### src/rtl/noc_cmd_ingress.sv
// noc_cmd_ingress
// Ingress stage between the NOC device-side byte interface and the perm
// packages. It registers the ctl/data byte stream and detects the ctl falling
// edge that ends a command header. It then decodes the address/data lengths
// from the header byte and pushes a fixed-length burst of tagged words
// {ctl, data, des} into an internal synchronous FIFO that the downstream
// reader drains.
//
// Ports:
//   clk              single clock, all logic on posedge
//   rst              asynchronous reset, active-low
//   noc_to_dev_ctl   NOC control bit, high during the header byte
//   noc_to_dev_data  NOC data byte
//   rd_en            FIFO pop request
//   data_out         registered FIFO read word {ctl, data[7:0], des[7:0]}
//   empty / full     registered FIFO status, derived from the entry count
//   cmd_des          destination byte latched at the end of the header
//   cmd_busy         high while the burst counter is nonzero
//   ovf              sticky overflow flag
//
// Build option: define NOC_INGRESS_OVF_EN to enable the sticky overflow flag.
// Without it, ovf is tied low. Words that arrive while the FIFO is full are
// dropped in both builds.
module noc_cmd_ingress #(
    parameter int unsigned DEPTH = 16,
    parameter int unsigned WIDTH = 17
) (
    input  logic             clk,
    input  logic             rst,
    input  logic             noc_to_dev_ctl,
    input  logic [7:0]       noc_to_dev_data,
    input  logic             rd_en,
    output logic [WIDTH-1:0] data_out,
    output logic             empty,
    output logic             full,
    output logic [7:0]       cmd_des,
    output logic             cmd_busy,
    output logic             ovf
);

    localparam int unsigned AW = $clog2(DEPTH);
    localparam int unsigned CW = AW + 1;
    localparam int unsigned LW = 10;

    logic             ctl_q;
    logic             ctl_f;
    logic             ctl_r;
    logic [WIDTH-1:0] stg;
    logic [3:0]       alen;
    logic [7:0]       dlen;
    logic [LW-1:0]    cnt;

    logic [3:0]       alen_new;
    logic [7:0]       dlen_new;
    logic [LW-1:0]    cnt_next;

    logic             wr;
    logic             do_wr;
    logic             do_rd;
    logic [AW-1:0]    wptr;
    logic [AW-1:0]    rptr;
    logic [CW-1:0]    count;
    logic [CW-1:0]    count_next;
    logic [WIDTH-1:0] mem [DEPTH];

    // Edge detectors on the raw ctl input against its one-cycle delayed copy.
    // The rising detector is kept for visibility but nothing consumes it.
    always_comb begin
        ctl_f = ctl_q & ~noc_to_dev_ctl;
        ctl_r = ~ctl_q & noc_to_dev_ctl;
    end

    logic unused_sig;
    assign unused_sig = ^{ctl_r, alen, dlen};

    // Header decode and burst counter next state. The header byte is held in
    // stg while ctl falls, so the lengths come from stg rather than the live
    // input.
    always_comb begin
        alen_new = 4'd1 << stg[15:14];
        dlen_new = 8'd1 << stg[13:11];
        cnt_next = cnt;
        if (ctl_f) begin
            cnt_next = LW'(alen_new) + LW'(dlen_new) + LW'(2);
        end else if (cnt != '0) begin
            cnt_next = cnt - LW'(1);
        end
    end

    // The header word is written on the falling edge, and the burst words
    // follow while cnt is nonzero.
    // When the FIFO is full, a concurrent pop frees a slot in the same cycle.
    always_comb begin
        wr    = ctl_f | (cnt != '0);
        do_rd = rd_en & ~empty;
        do_wr = wr & (~full | rd_en);
        count_next = count;
        case ({do_wr, do_rd})
            2'b10:   count_next = count + CW'(1);
            2'b01:   count_next = count - CW'(1);
            default: count_next = count;
        endcase
    end

    // Stage register, edge history, and command decode state.
    always_ff @(posedge clk or negedge rst) begin
        if (!rst) begin
            ctl_q    <= 1'b0;
            stg      <= '0;
            alen     <= '0;
            dlen     <= '0;
            cnt      <= '0;
            cmd_des  <= '0;
            cmd_busy <= 1'b0;
        end else begin
            ctl_q    <= noc_to_dev_ctl;
            stg      <= {noc_to_dev_ctl, noc_to_dev_data, cmd_des};
            cnt      <= cnt_next;
            cmd_busy <= (cnt_next != '0);
            if (ctl_f) begin
                alen    <= alen_new;
                dlen    <= dlen_new;
                cmd_des <= noc_to_dev_data;
            end
        end
    end

    // FIFO storage. It has no reset because the pointers and count define
    // which entries are valid.
    always_ff @(posedge clk) begin
        if (do_wr) begin
            mem[wptr] <= stg;
        end
    end

    // FIFO pointers, count, registered status flags, and the read port.
    always_ff @(posedge clk or negedge rst) begin
        if (!rst) begin
            wptr     <= '0;
            rptr     <= '0;
            count    <= '0;
            empty    <= 1'b1;
            full     <= 1'b0;
            data_out <= '0;
        end else begin
            count <= count_next;
            empty <= (count_next == '0);
            full  <= (count_next == CW'(DEPTH));
            if (do_wr) begin
                wptr <= wptr + AW'(1);
            end
            if (do_rd) begin
                rptr     <= rptr + AW'(1);
                data_out <= mem[rptr];
            end
        end
    end

`ifdef NOC_INGRESS_OVF_EN
    // Sticky flag that records any burst word lost to a full FIFO.
    always_ff @(posedge clk or negedge rst) begin
        if (!rst) begin
            ovf <= 1'b0;
        end else if (wr & full & ~rd_en) begin
            ovf <= 1'b1;
        end
    end
`else
    assign ovf = 1'b0;
`endif

endmodule

### config.mk
export PLATFORM = sky130hd
export DESIGN_NAME = noc_cmd_ingress
export DESIGN_NICKNAME = d
export VERILOG_FILES = /design/src/rtl/noc_cmd_ingress.sv
export SDC_FILE = /design/constraint.sdc
export NUM_CORES = 1
export LEC_CHECK = 0
export CELL_PAD_IN_SITES_DETAIL_PLACEMENT = 1
export CELL_PAD_IN_SITES_GLOBAL_PLACEMENT = 2
export CORE_MARGIN = 10
export CORE_UTILIZATION = 48
export DETAILED_ROUTE_END_ITERATION = 12
export MAX_ROUTING_LAYER = met4
export PLACE_DENSITY = 0.87
export SLEW_MARGIN = 10
export SYNTH_ARGS = -nofsm -noshare
export SYNTH_HDL_FRONTEND = slang
export SYNTH_SLANG_ARGS = --single-unit
### constraint.sdc
create_clock -name clk -period 4.3 [get_ports clk]
set_input_delay 0.645 -clock clk [delete_from_list [all_inputs] [get_ports clk]]
set_output_delay 0.645 -clock clk [all_outputs]
set_load 0.05 [all_outputs]
=== After elaboration in Yosys (flattened, before gate mapping) ===
Memory sizes are Yosys's and may differ from the RTL's. A register that Yosys moved wholly into a read port is not among the register bits.
Index checks and enable logic that the tools add are counted.

* Output and inout port bits: 29
* Bits in writable memories: 272
* Input port bits: 12
* Memories: 1
* Register bits after elaboration: 52
* Bits in read-only memories: 0
* Latch bits: 0

{| class="wikitable"
|+ Memory list
! memory !! words !! width !! read ports !! clocked after memory_dff !! write ports !! line !! source
|-
| mem || 16 || 17 || 1 || 1 || 1 || 64 || <nowiki>logic [WIDTH-1:0] mem [DEPTH];</nowiki>
|}

* Multipliers: 0
* Reductions and logical operators: 4
* Muxes and demuxes: 5
* Eq/ne operators: 3
* Bitwise operators: 8
* Magnitude comparators: 0
* Shift-type cells: 2
* Div/mod/pow operators: 0
* $add $sub $neg: 7

{| class="wikitable"
|+ Operator list
! operator !! count
|-
| $mux W10 || 2
|-
| $reduce_bool A10 Y1 || 2
|-
| $add A9 B2 Y10 const B || 1
|-
| $pmux W5 S2 || 1
|-
| $sub A10 B1 Y10 const B || 1
|-
| $add A4 B8 Y9 || 1
|-
| $add A4 B1 Y4 const B || 2
|-
| $shl A1 B3 Y8 const A || 1
|-
| $add A5 B1 Y5 const B || 1
|-
| $eq A5 B5 Y1 const B || 1
|-
| $logic_not A5 Y1 || 1
|-
| $sub A5 B1 Y5 const B || 1
|-
| $shl A1 B2 Y4 const A || 1
|-
| $and A1 B1 Y1 || 3
|-
| $not A1 Y1 || 3
|-
| $eq A2 B1 Y1 const B || 1
|-
| $eq A2 B2 Y1 const B || 1
|-
| $mux W1 || 2
|-
| $or A1 B1 Y1 || 2
|-
| $logic_not A1 Y1 || 1
|}

=== Logic depth before layout (Yosys ltp) ===
* Depth in word-level cells: 7
* Mapped depth: 17

=== Worst setup path after synthesis ===
OpenSTA, ideal clock, no wires.

* Path kind: register -> register
* From: register cnt[4]
* To: register empty
* Data required time: 4232 ps
* Data arrival time: 3693 ps
* Slack: 539 ps
* Cell stages (with the launch flop): 15
* Path through: dfrtp_1 > or4_4 > or4b_4 > o22a_2 > clkbuf_1 > inv_1 > ha_1 > xor2_1 > ha_1 > a21oi_1 > xor2_1 > nor2_1 > xor2_1 > or4_1 > nor2_1

* Cells in the longest elaborated chain, start to end: 6

{| class="wikitable"
|+ RTL lines
! element !! line !! source
|-
| from (decl) || 51 || <nowiki>logic [LW-1:0] cnt;</nowiki>
|-
| from (signal assigned) || 118 || <nowiki>cnt <= cnt_next;</nowiki>
|-
| $reduce_bool A10 Y1 (*) || 94 || <nowiki>wr = ctl_f | (cnt != '0);</nowiki>
|-
| $or A1 B1 Y1 (*) || 94 ||
|-
| $and A1 B1 Y1 (*) || 96 || <nowiki>do_wr = wr & (~full | rd_en);</nowiki>
|-
| $eq A2 B1 Y1 or $eq A2 B2 Y1 (tied branches) || 98 || <nowiki>case ({do_wr, do_rd})</nowiki>
|-
| $pmux W5 S2 (*) || 98 ||
|-
| via count_next[2] || 63 || <nowiki>logic [CW-1:0] count_next;</nowiki>
|-
| $logic_not A5 Y1 (*) || 147 || <nowiki>empty <= (count_next == '0);</nowiki>
|-
| to (signal assigned) || 147 ||
|-
| to (decl) || 34 || <nowiki>output logic empty,</nowiki>
|}

Mark *: on every way through the listed nets, which the timed path passes. The rest lies on a longest branch.
A chain may end at the register's enable or synchronous reset.

=== Worst setup path in the final report ===
* From: register cnt[4]
* To: register full

* Cells in the longest elaborated chain, start to end: 6

{| class="wikitable"
|+ RTL lines
! element !! line !! source
|-
| $reduce_bool A10 Y1 (*) || 94 ||
|-
| $or A1 B1 Y1 (*) || 94 ||
|-
| $and A1 B1 Y1 (*) || 96 ||
|-
| $eq A2 B1 Y1 or $eq A2 B2 Y1 (tied branches) || 98 ||
|-
| $pmux W5 S2 (*) || 98 ||
|-
| via count_next[2] || 63 ||
|-
| $eq A5 B5 Y1 (*) || 148 || <nowiki>full <= (count_next == CW'(DEPTH));</nowiki>
|-
| to (signal assigned) || 148 ||
|-
| to (decl) || 35 || <nowiki>output logic full,</nowiki>
|}

Marks and branches as above.

==> run_results.csv <==
group,metric,value,unit
worst_setup_path,cp.arrival,4.43,ns
synthesis,synth_top_area_share,61.0,%
synthesis,ys_async_sr_fraction,20.0,%
sta,clock.fmax,250,MHz
worst_hold_path,hold_path_class,"primary input to async pin",
route,viasPerCell,5.81,
finish,areaGrowthSynthToFinish,15.8,%
synthesis,syn_area,13400,µm²
finish,drive_above_1_share,27.5,%
synthesis,syn-instance-count,663,
clock_tree,insertion_delay,0.51,ns
synthesis,synth_top_area_cell,"edfxtp_1",
clock_tree,tritoncts,"yes",
sta,finalMaxSlewViolations,0,
synthesis,yosys_warnings,0,
global_route,grt_max_degree,69,
global_route,grt_pass1_wl,47700,µm
die,die_w,187,µm
clock_tree,cts-root-buf,"clkbuf_16",
power,clockPowerShare,26.7,%
sta,setup_viol,0,
placement,io_buffers,39,
synthesis,yosys-top-cells-area,"edfxtp_1 61%, mux4_2 14%, dfrtp_1 13%",
route,wl,31500,µm
finish,stdcell_area,15500,µm²
sta,fin_crit_sh,92.9,%
die,ios,41,
worst_setup_path,crit_fanout,8,
sta,relSlewSlack,17.0,%
synthesis,synth.net_count,694,
worst_setup_path,slowest_delay,0.59,ns
global_route,overflow,0,
route,routedWlPerCell,27.7,µm
power,p_seq_share,45.0,%
route,postRouteAntennaNets,0,
synthesis,avgSynthCellArea,20.2,µm²
die,row_count,61,
worst_setup_path,path_cells,"or4_4, or4b_4, o22a_2, inv_1, ha_1, xor2_1, ha_1, a21oi_1, xor2_1, nor2_1, xor2_1, or4_1, nor2_1",
worst_setup_path,setup.worst_path.end_class,"register",
run_status,outcome,"finished, final reports clean",
clock_tree,cts_buffer_depth,3,
clock_tree,cts_made_buffers,36,
clock_tree,path_clk_slew,0.06,ns
finish,antenna_cells,0,
die,die_h,187,µm
sta,tightest_slew,1.24,ns
sta,final-hold-violation-count,0,
global_route,grt_pass1_vias,7367,
clock_tree,cts.sinks,340,
route,drtIter0Drc,651,
finish,fillerInstances,2430,
power,switching_share,31.6,%
global_route,grt_use_total,18.6,%
clock_tree,cts_resized,0,
power,internal_power,7.56,mW
worst_setup_path,required,4.74,ns
power,leakagePower,5.32,nW
synthesis,yosysSeqAreaShare,73.8,%
synthesis,ys.flop_type,"edfxtp_1",
clock_tree,cts_setup_buffers,0,
power,comb_power_share,28.2,%
power,cellPowerDensity,714,nW/µm²
placement,gp_congestion,0.839,
synthesis,ys_ff_latch,340,
route,vias,6614,
worst_setup_path,crit_path_frequent_cell,"xor2_1",
sta,skew,0.0158,ns
finish,nets,764,
power,ir_worst_vdd,0.354,mV
die,dieArea,35000,µm²
die,start_util,48.4,%
clock_tree,htreeDepth,2,
placement,dpl.hpwl,17900,µm
placement,placed_area,14400,µm²
die,core_area,27600,µm²
power,p_sw,3.50,mW
global_route,antenna_found_initial,0,
sta,setup_tns,0,ns
worst_setup_path,crit_slowest_cell,"or4_4",
job,cap_viol_max_count,0,
sta,grt_setup_unrepaired,"no",
worst_setup_path,startpoint_type,"register",
route,drc,0,
synthesis,synth_edf_count,272,
clock_tree,hold_buffers,0,
sta,post-route-min-period,3.99,ns
route,drtPass1Iterations,5,
worst_setup_path,critical_path_class,"register to register",
synthesis,synth_cell_types,54,
==> through the flow <==
step	util, %	worst slack (ns)	instances	hold WS, ns	power [mW]
floorplan	-	0.539	663	0.349	7.01
finish	56.1	0.306	1138	0.327	11.1
detailed placement	52.0	0.334	1073	0.395	8.21
global route	56.1	0.0995	1138	0.390	11.6
global placement	52.0	0.556	1073	0.397	8.00
CTS	56.1	0.291	1138	0.358	11.2
==> area by class of cell <==
class | count | area (µm²) | area share [%]
Clock buffer | 44 | 952 | 6.15
Clock inverter | 21 | 166 | 1.07
Inverter | 15 | 56.3 | 0.363
Multi-Input combinational cell | 278 | 3380 | 21.8
Sequential cell | 340 | 9880 | 63.7
Tap cell | 378 | 473 | 3.05
Timing Repair Buffer | 62 | 586 | 3.78
==> final timing paths <==
kind / slack [ns] / endpoint / cells after the start / startpoint
setup / recovery: 0.31 / full$_DFF_PN0_ / 13 / cnt[4]$_DFF_PN0_
hold / removal: 0.33 / count[3]$_DFF_PN0_ / 1 / rst
setup reg to reg: 0.31 / full$_DFF_PN0_ / 13 / cnt[4]$_DFF_PN0_
hold reg to reg: 0.41 / stg[0]$_DFF_PN0_ / 0 / cmd_des[0]$_DFFE_PN0P_
max in group asynchronous: 3.18 / rptr[0]$_DFFE_PN0P_ / 1 / rst
min in group clk: 0.41 / stg[0]$_DFF_PN0_ / 0 / cmd_des[0]$_DFFE_PN0P_
==> cell usage after synthesis, drive strengths merged, types with 4 or more instances <==
cell / count
a21oi: 14
and2: 5
buf: 11
clkbuf: 19
dfrtp: 67
edfxtp: 272
ha: 18
inv: 15
mux2: 21
mux4: 85
nand2: 30
nand2b: 7
nor2: 11
nor2b: 6
nor3: 7
nor3b: 4
nor4: 5
o21ai: 8
or4: 6
xnor2: 7
xor2: 8
==> critical path: cells and delay by family (launching register included) <==
kind / cells / cell delay [ns]
AOI/OAI and AO/OA: 2 / 0.47
xor gates and xnor gates: 3 / 0.50
adders and majority gates: 2 / 0.53
buffers and inverters: 1 / 0.09
DFF: 1 / 0.43
and+or+nand+nor: 5 / 1.88
==> placed cells by master, fill, tap and decap left out, types with 4 or more instances in the layout <==
cell type	instances
clkbuf_16	37
nor2b_1	5
buf_4	22
mux4_2	85
a21oi_1	14
xnor2_1	6
clkdlybuf4s50_1	38
nor3b_1	4
and2_1	5
clkinv_2	10
ha_1	18
xor2_1	8
dfrtp_1	64
or4_1	5
nor2_1	11
clkbuf_1	7
edfxtp_1	272
nand2_1	30
inv_1	15
nand2b_1	7
o21ai_0	8
nor4_2	4
mux2_2	21
clkinv_1	4
nor3_2	5
==> registers in the layout, summed over array words and instances, names as in the netlist <==
| register | cells |
|---|---|
| count | 5 |
| full | 1 |
| cmd_busy | 1 |
| empty | 1 |
| ctl_q | 1 |
| cnt | 10 |
| cmd_des | 8 |
| rptr | 4 |
| stg | 16 |
| data_out | 17 |
| wptr | 4 |
| mem | 272 |
==> logic make-up (layout without fill, tap and decap cells) <==
logic type	Yosys count	count (layout)	share of synthesized area, %
AOI/OAI and AO/OA	38	38	1.80
xor gates and xnor gates	15	15	1.04
adders and majority gates	19	19	1.83
buffers and inverters	45	142	1.32
DFF	340	340	73.8
muxes	107	107	16.1
other	1	1	0.0280
and+or+nand+nor	98	98	4.08
==> routing by layer <==
metal,vias to the layer above,global-route usage [%],routed length (µm)
met5,-,-,0
met4,0,4.03,406
met3,32,2.91,1280
met2,172,31.8,16900
met1,3602,23.2,12900
li1,2808,-,-
==> power groups by stage <==
stage / logic [mW] / registers (mW) / clock network, mW
global route: 3.32 / 5.09 / 3.16
floorplan: 2.06 / 4.95 / 0
detailed placement: 3.15 / 5.06 / 0
CTS: 3.18 / 5.01 / 3.01
finish: 3.12 / 4.98 / 2.96
global placement: 3.03 / 4.96 / 0
Note: power is estimated with default switching activity, not from simulation.
